## src/rtl/mem_port_arbiter.sv

```systemverilog
// Arbiter sharing one single-ported memory between instruction fetch (IF) and data access (DM).
// Define MEM_ARB_FAIR_EN to let IF win after STARVE_MAX consecutive DM grants; default is strict DM priority.
module mem_port_arbiter #(
  parameter int ADDR_W     = 32,
  parameter int DATA_W     = 32,
  parameter int STARVE_MAX = 4
) (
  input  logic              clk,
  input  logic              rst,
  input  logic              if_req,
  input  logic [ADDR_W-1:0] if_addr,
  output logic              if_gnt,
  output logic              if_rvalid,
  output logic [DATA_W-1:0] if_rdata,
  input  logic              dm_req,
  input  logic              dm_we,
  input  logic [ADDR_W-1:0] dm_addr,
  input  logic [DATA_W-1:0] dm_wdata,
  output logic              dm_gnt,
  output logic              dm_rvalid,
  output logic [DATA_W-1:0] dm_rdata,
  output logic              mem_req,
  output logic              mem_we,
  output logic [ADDR_W-1:0] mem_addr,
  output logic [DATA_W-1:0] mem_wdata,
  input  logic              mem_ready,
  input  logic              mem_rvalid,
  input  logic [DATA_W-1:0] mem_rdata,
  output logic              stall_if,
  output logic              stall_mem
);
  // state | meaning
  // IDLE  | no transaction outstanding, grants issued combinationally
  // REQ_I | fetch presented to memory, waiting for mem_ready
  // RSP_I | fetch accepted, waiting for mem_rvalid
  // REQ_D | data access presented, waiting for mem_ready (a store completes here)
  // RSP_D | load accepted, waiting for mem_rvalid
  typedef enum logic [2:0] {IDLE, REQ_I, RSP_I, REQ_D, RSP_D} state_t;

  state_t            state;
  logic [DATA_W-1:0] if_rdata_q;
  logic [DATA_W-1:0] dm_rdata_q;
  logic              if_first;
  logic              pick_if;
  logic              pick_dm;
  logic              dm_load_done;

`ifdef MEM_ARB_FAIR_EN
  localparam int CNT_W = ($clog2(STARVE_MAX + 1) > 3) ? $clog2(STARVE_MAX + 1) : 3;
  logic [CNT_W-1:0] starve_cnt;

  assign if_first = (starve_cnt >= CNT_W'(STARVE_MAX));

  always_ff @(posedge clk) begin
    if (!rst) begin
      starve_cnt <= '0;
    end else if (!if_req || pick_if) begin
      starve_cnt <= '0;
    end else if (pick_dm) begin
      starve_cnt <= starve_cnt + CNT_W'(1);
    end
  end
`else
  assign if_first = 1'b0;
`endif

  // DM normally wins a collision: it belongs to the older instruction in the pipeline.
  assign pick_dm = rst && (state == IDLE) && dm_req && !(if_first && if_req);
  assign pick_if = rst && (state == IDLE) && if_req && !pick_dm;
  assign if_gnt  = pick_if;
  assign dm_gnt  = pick_dm;

  assign dm_load_done = rst && (state == RSP_D) && mem_rvalid;
  assign if_rvalid    = rst && (state == RSP_I) && mem_rvalid;
  assign dm_rvalid    = dm_load_done || (rst && (state == REQ_D) && mem_we && mem_ready);
  assign if_rdata     = if_rvalid ? mem_rdata : if_rdata_q;
  assign dm_rdata     = dm_load_done ? mem_rdata : dm_rdata_q;

  assign stall_if  = rst && if_req && !if_rvalid;
  assign stall_mem = rst && dm_req && !dm_rvalid;

  always_ff @(posedge clk) begin
    if (!rst) begin
      state      <= IDLE;
      mem_req    <= 1'b0;
      mem_we     <= 1'b0;
      mem_addr   <= '0;
      mem_wdata  <= '0;
      if_rdata_q <= '0;
      dm_rdata_q <= '0;
    end else begin
      case (state)
        IDLE: begin
          if (pick_dm) begin
            state     <= REQ_D;
            mem_req   <= 1'b1;
            mem_we    <= dm_we;
            mem_addr  <= dm_addr;
            mem_wdata <= dm_wdata;
          end else if (pick_if) begin
            state    <= REQ_I;
            mem_req  <= 1'b1;
            mem_we   <= 1'b0;
            mem_addr <= if_addr;
          end
        end
        REQ_I: begin
          if (mem_ready) begin
            state   <= RSP_I;
            mem_req <= 1'b0;
          end
        end
        REQ_D: begin
          if (mem_ready) begin
            state   <= mem_we ? IDLE : RSP_D;
            mem_req <= 1'b0;
          end
        end
        RSP_I: begin
          if (mem_rvalid) begin
            state      <= IDLE;
            if_rdata_q <= mem_rdata;
          end
        end
        RSP_D: begin
          if (mem_rvalid) begin
            state      <= IDLE;
            dm_rdata_q <= mem_rdata;
          end
        end
        default: state <= IDLE;
      endcase
    end
  end
endmodule
```

## config.mk

```make
export PLATFORM = sky130hd
export DESIGN_NAME = mem_port_arbiter
export DESIGN_NICKNAME = d
export VERILOG_FILES = /design/src/rtl/mem_port_arbiter.sv
export SDC_FILE = /design/constraint.sdc
export NUM_CORES = 1
export LEC_CHECK = 0
export ABC_AREA = 1
export ABC_CLOCK_PERIOD_IN_PS = 3300
export CAP_MARGIN = 20
export CORE_MARGIN = 2
export CORE_UTILIZATION = 35
export DETAILED_ROUTE_END_ITERATION = 10
export PLACE_DENSITY = 0.7
export SLEW_MARGIN = 20
export SYNTH_ARGS = -nofsm -noshare
export SYNTH_HDL_FRONTEND = slang
export SYNTH_SLANG_ARGS = --single-unit
```

## constraint.sdc

```tcl
create_clock -name clk -period 3.3 [get_ports clk]
set_input_delay 0.99 -clock clk [delete_from_list [all_inputs] [get_ports clk]]
set_output_delay 0.99 -clock clk [all_outputs]
set_load 0.1 [all_outputs]
```

==> metrics.txt <==
GR Util met1 26.3%; Synth Area per Inst about 7.1 um^2; die width 133 um; Vias/cell about 4.6; DP HPWL between 10000 and 15000 um; # diodes 0; Final Max Slew Viols 0; Max Cap Viol 0; startpoint types input port; WL final roughly 20000 um; antenna violations before repair 1; Required @ worst endpoint 2310 ps; Area Growth Syn to Fin 91.0%; clock root buffer master clkbuf_16; IO Pins roughly 270; Multi-input gate area 0.00291 mm^2; Register Area 0.00266 mm^2; leak pwr approximately 4.8 nW; CP arrival ~2300 ps; fin area 0.0111 mm^2; clk sinks 133; Initial DRC Count approximately 240; HP Start mem_addr[12]; maximum root-to-sink buffer count 2; H-tree depth 4; GR peak layer met2; fillers around 1300; placed cell area 0.0103 mm^2; clock share of power approximately 22%; worst skew pair latency 420 ps; CTS tree done; Crit. End Element output pin; Mapped Nets 961; final hold violation count 0; Seq/Total Area, Yosys ~46%; met3 usage in global routing 6.82%; first-pass GRT wire length 31600 um; NetSw between 4 and 5 mW; clock-pin slew on the worst setup and hold paths around 60 ps; Cell Int Power ~4.4 mW; TritonRoute pass-1 iters 6; Worst-Margin Slew 1130 ps; Die Footprint about 0.018 mm^2; drc violations 0; RR Endpoint mem_wdata[29]; WHS Path Cells 2; via count approximately 6500; GP Congestion about 0.8; M2 GR Usage 37.5%; switching share of power around half; Synth Instances approximately 830; hold slack final approximately 460 ps; RSZ-0062 raised after global routing false; drt wl/cell roughly 14 um; flop2flop setup slack between 1000 and 1500 ps; Setup Skew 14.6 ps; layout cells sized above 1 a little under a third; FMAX a little over 0.3 GHz; worst vdd ir 511 uV; Worst Path Max Fanout 5; worst r2r src state[0]; synth warn 0; final worst-path cycle share 98.1%; Layout Nets 1299; max-slew headroom at the worst pin 24.7%; sequential power share about a quarter; total clock buffers created by CTS 17; critical path class input port to output pin; port bufs between 200 and 300; Starting Density 35.5%; vias in the first global route 6391; Hold EP mem_addr[12]; Core Area 0.0164 mm^2; r2r worst-path depth 7; Tot Pwr 8.78 mW; Row Count 47; GR Util All Layers roughly 22%; final setup violation count 0; combinational share of power a little over half; Post-CTS Hold Buffers 0; post-route ant nets 0; Synth Cell Area 0.00583 mm^2; largest net degree at the start of global routing 98; worst hold path type flop to flop; Synth cell types 19; status finished clean; total grt overflow 0; Die H around 130 um; #FFs+latches synth ~130; crit path time final 3240 ps; power per standard cell area ~800 mW/mm^2
[cells by family (layout without fill, tap and decap cells)]
kind of cell           after synthesis  after routing  share of synthesized area, %
AOI/OAI and AO/OA                  226            226                          22.2
buffers and inverters              194            545                          13.5
DFF                                133            133                          45.7
and+or+nand+nor                    273            273                          18.6
[worst max-delay path by stage]
stage	from	to	slack, ps	cells after the start
2_1_floorplan	mem_rvalid	if_rdata[29]	-230	7
3_3_place_gp	mem_rvalid	if_rdata[31]	-360	9
3_5_place_dp	mem_rvalid	if_rdata[28]	-400	9
4_1_cts	rst	if_rdata[2]	10	9
5_1_grt	mem_rvalid	if_rdata[2]	6	11
6_report	mem_rvalid	if_rdata[30]	60	10
[through the flow]
step           utilization, %  cells  setup TNS [ps]  setup WS, ps
6_report                 67.8   1397               0          64.3
5_1_grt                  67.8   1397               0          5.51
4_1_cts                  67.8   1397               0          14.7
3_5_place_dp             62.6   1357          -20890          -399
3_3_place_gp             62.6   1357          -19270          -360
2_1_floorplan               -    826           -9020          -227
[flip-flops by register name, indices dropped and copies added, names as in the netlist]
name,flops
mem_wdata,32
mem_we,1
mem_addr,32
dm_rdata_q,32
if_rdata_q,32
mem_req,1
state,3
[routing by layer]
metal	wire length, um	up-vias
met5	0	-
met1	8280	2904
met4	350	0
met2	9350	238
li1	-	3298
met3	1460	26
[what timing repair did]
action,in CTS,in global routing
pin swaps,3,0
gates resized for setup,25,4
setup endpoints to repair,68,14
gates cloned,4,0
buffers inserted,4,0
[final cells by class]
cell class | count | share of cell area, %
Multi-Input combinational cell | 499 | 26.1
Inverter | 142 | 4.84
Clock inverter | 15 | 1.52
Timing Repair Buffer | 371 | 37.3
Tap cell | 220 | 2.47
Clock buffer | 17 | 3.82
Sequential cell | 133 | 23.9
[synthesized netlist by cell type]
cell type  instances  area, um^2
inv_1            138         518
buf_1              2        7.51
nand4_1            4        25.0
nor3_4             2        32.5
buf_2             14        70.1
o31ai_1           64         480
clkinv_2           1        5.00
nor2_4             2        22.5
nand3_1            4        20.0
nand3_2            1        10.0
o21ai_0          113         566
dfxtp_1          133        2660
buf_4             11        82.6
nand2_1          248         931
o21ai_1           16        80.1
nor2_1            12        45.0
inv_2              3        11.3
clkbuf_1          25        93.8
a21oi_1           33         165
[cell usage in the layout, fill, tap and decap left out, drive strengths merged]
cell type      Yosys  routed
clkbuf            25      18
o31ai             64      64
nand2            248     248
buf               27     236
clkdlybuf4s50      0     132
o21ai            129     129
nand3              5       5
inv              141     148
bufbuf             0       2
nor2              14      14
nor3               2       2
dfxtp            133     133
a21oi             33      33
nand4              4       4
bufinv             0       2
clkinvlp           0       3
clkinv             1       4
[power groups by stage]
stage	Combinational (mW)	Sequential (mW)	Clock, mW
6_report	4.82	2.05	1.91
5_1_grt	5.03	2.09	2.01
4_1_cts	4.83	2.05	1.95
3_5_place_dp	4.75	2.08	0
3_3_place_gp	4.72	2.07	0
2_1_floorplan	1.92	3.49	0
[worst max-delay path, stage by stage]
cell and delay, ps:
buf_2 110, inv_4 50, nor3_4 130, inv_2 70, nor2_4 130, buf_12 150, buf_12 110, bufbuf_16 270
o21ai_4 60, buf_12 170
No activity file was read; power rests on OpenSTA's default activity.
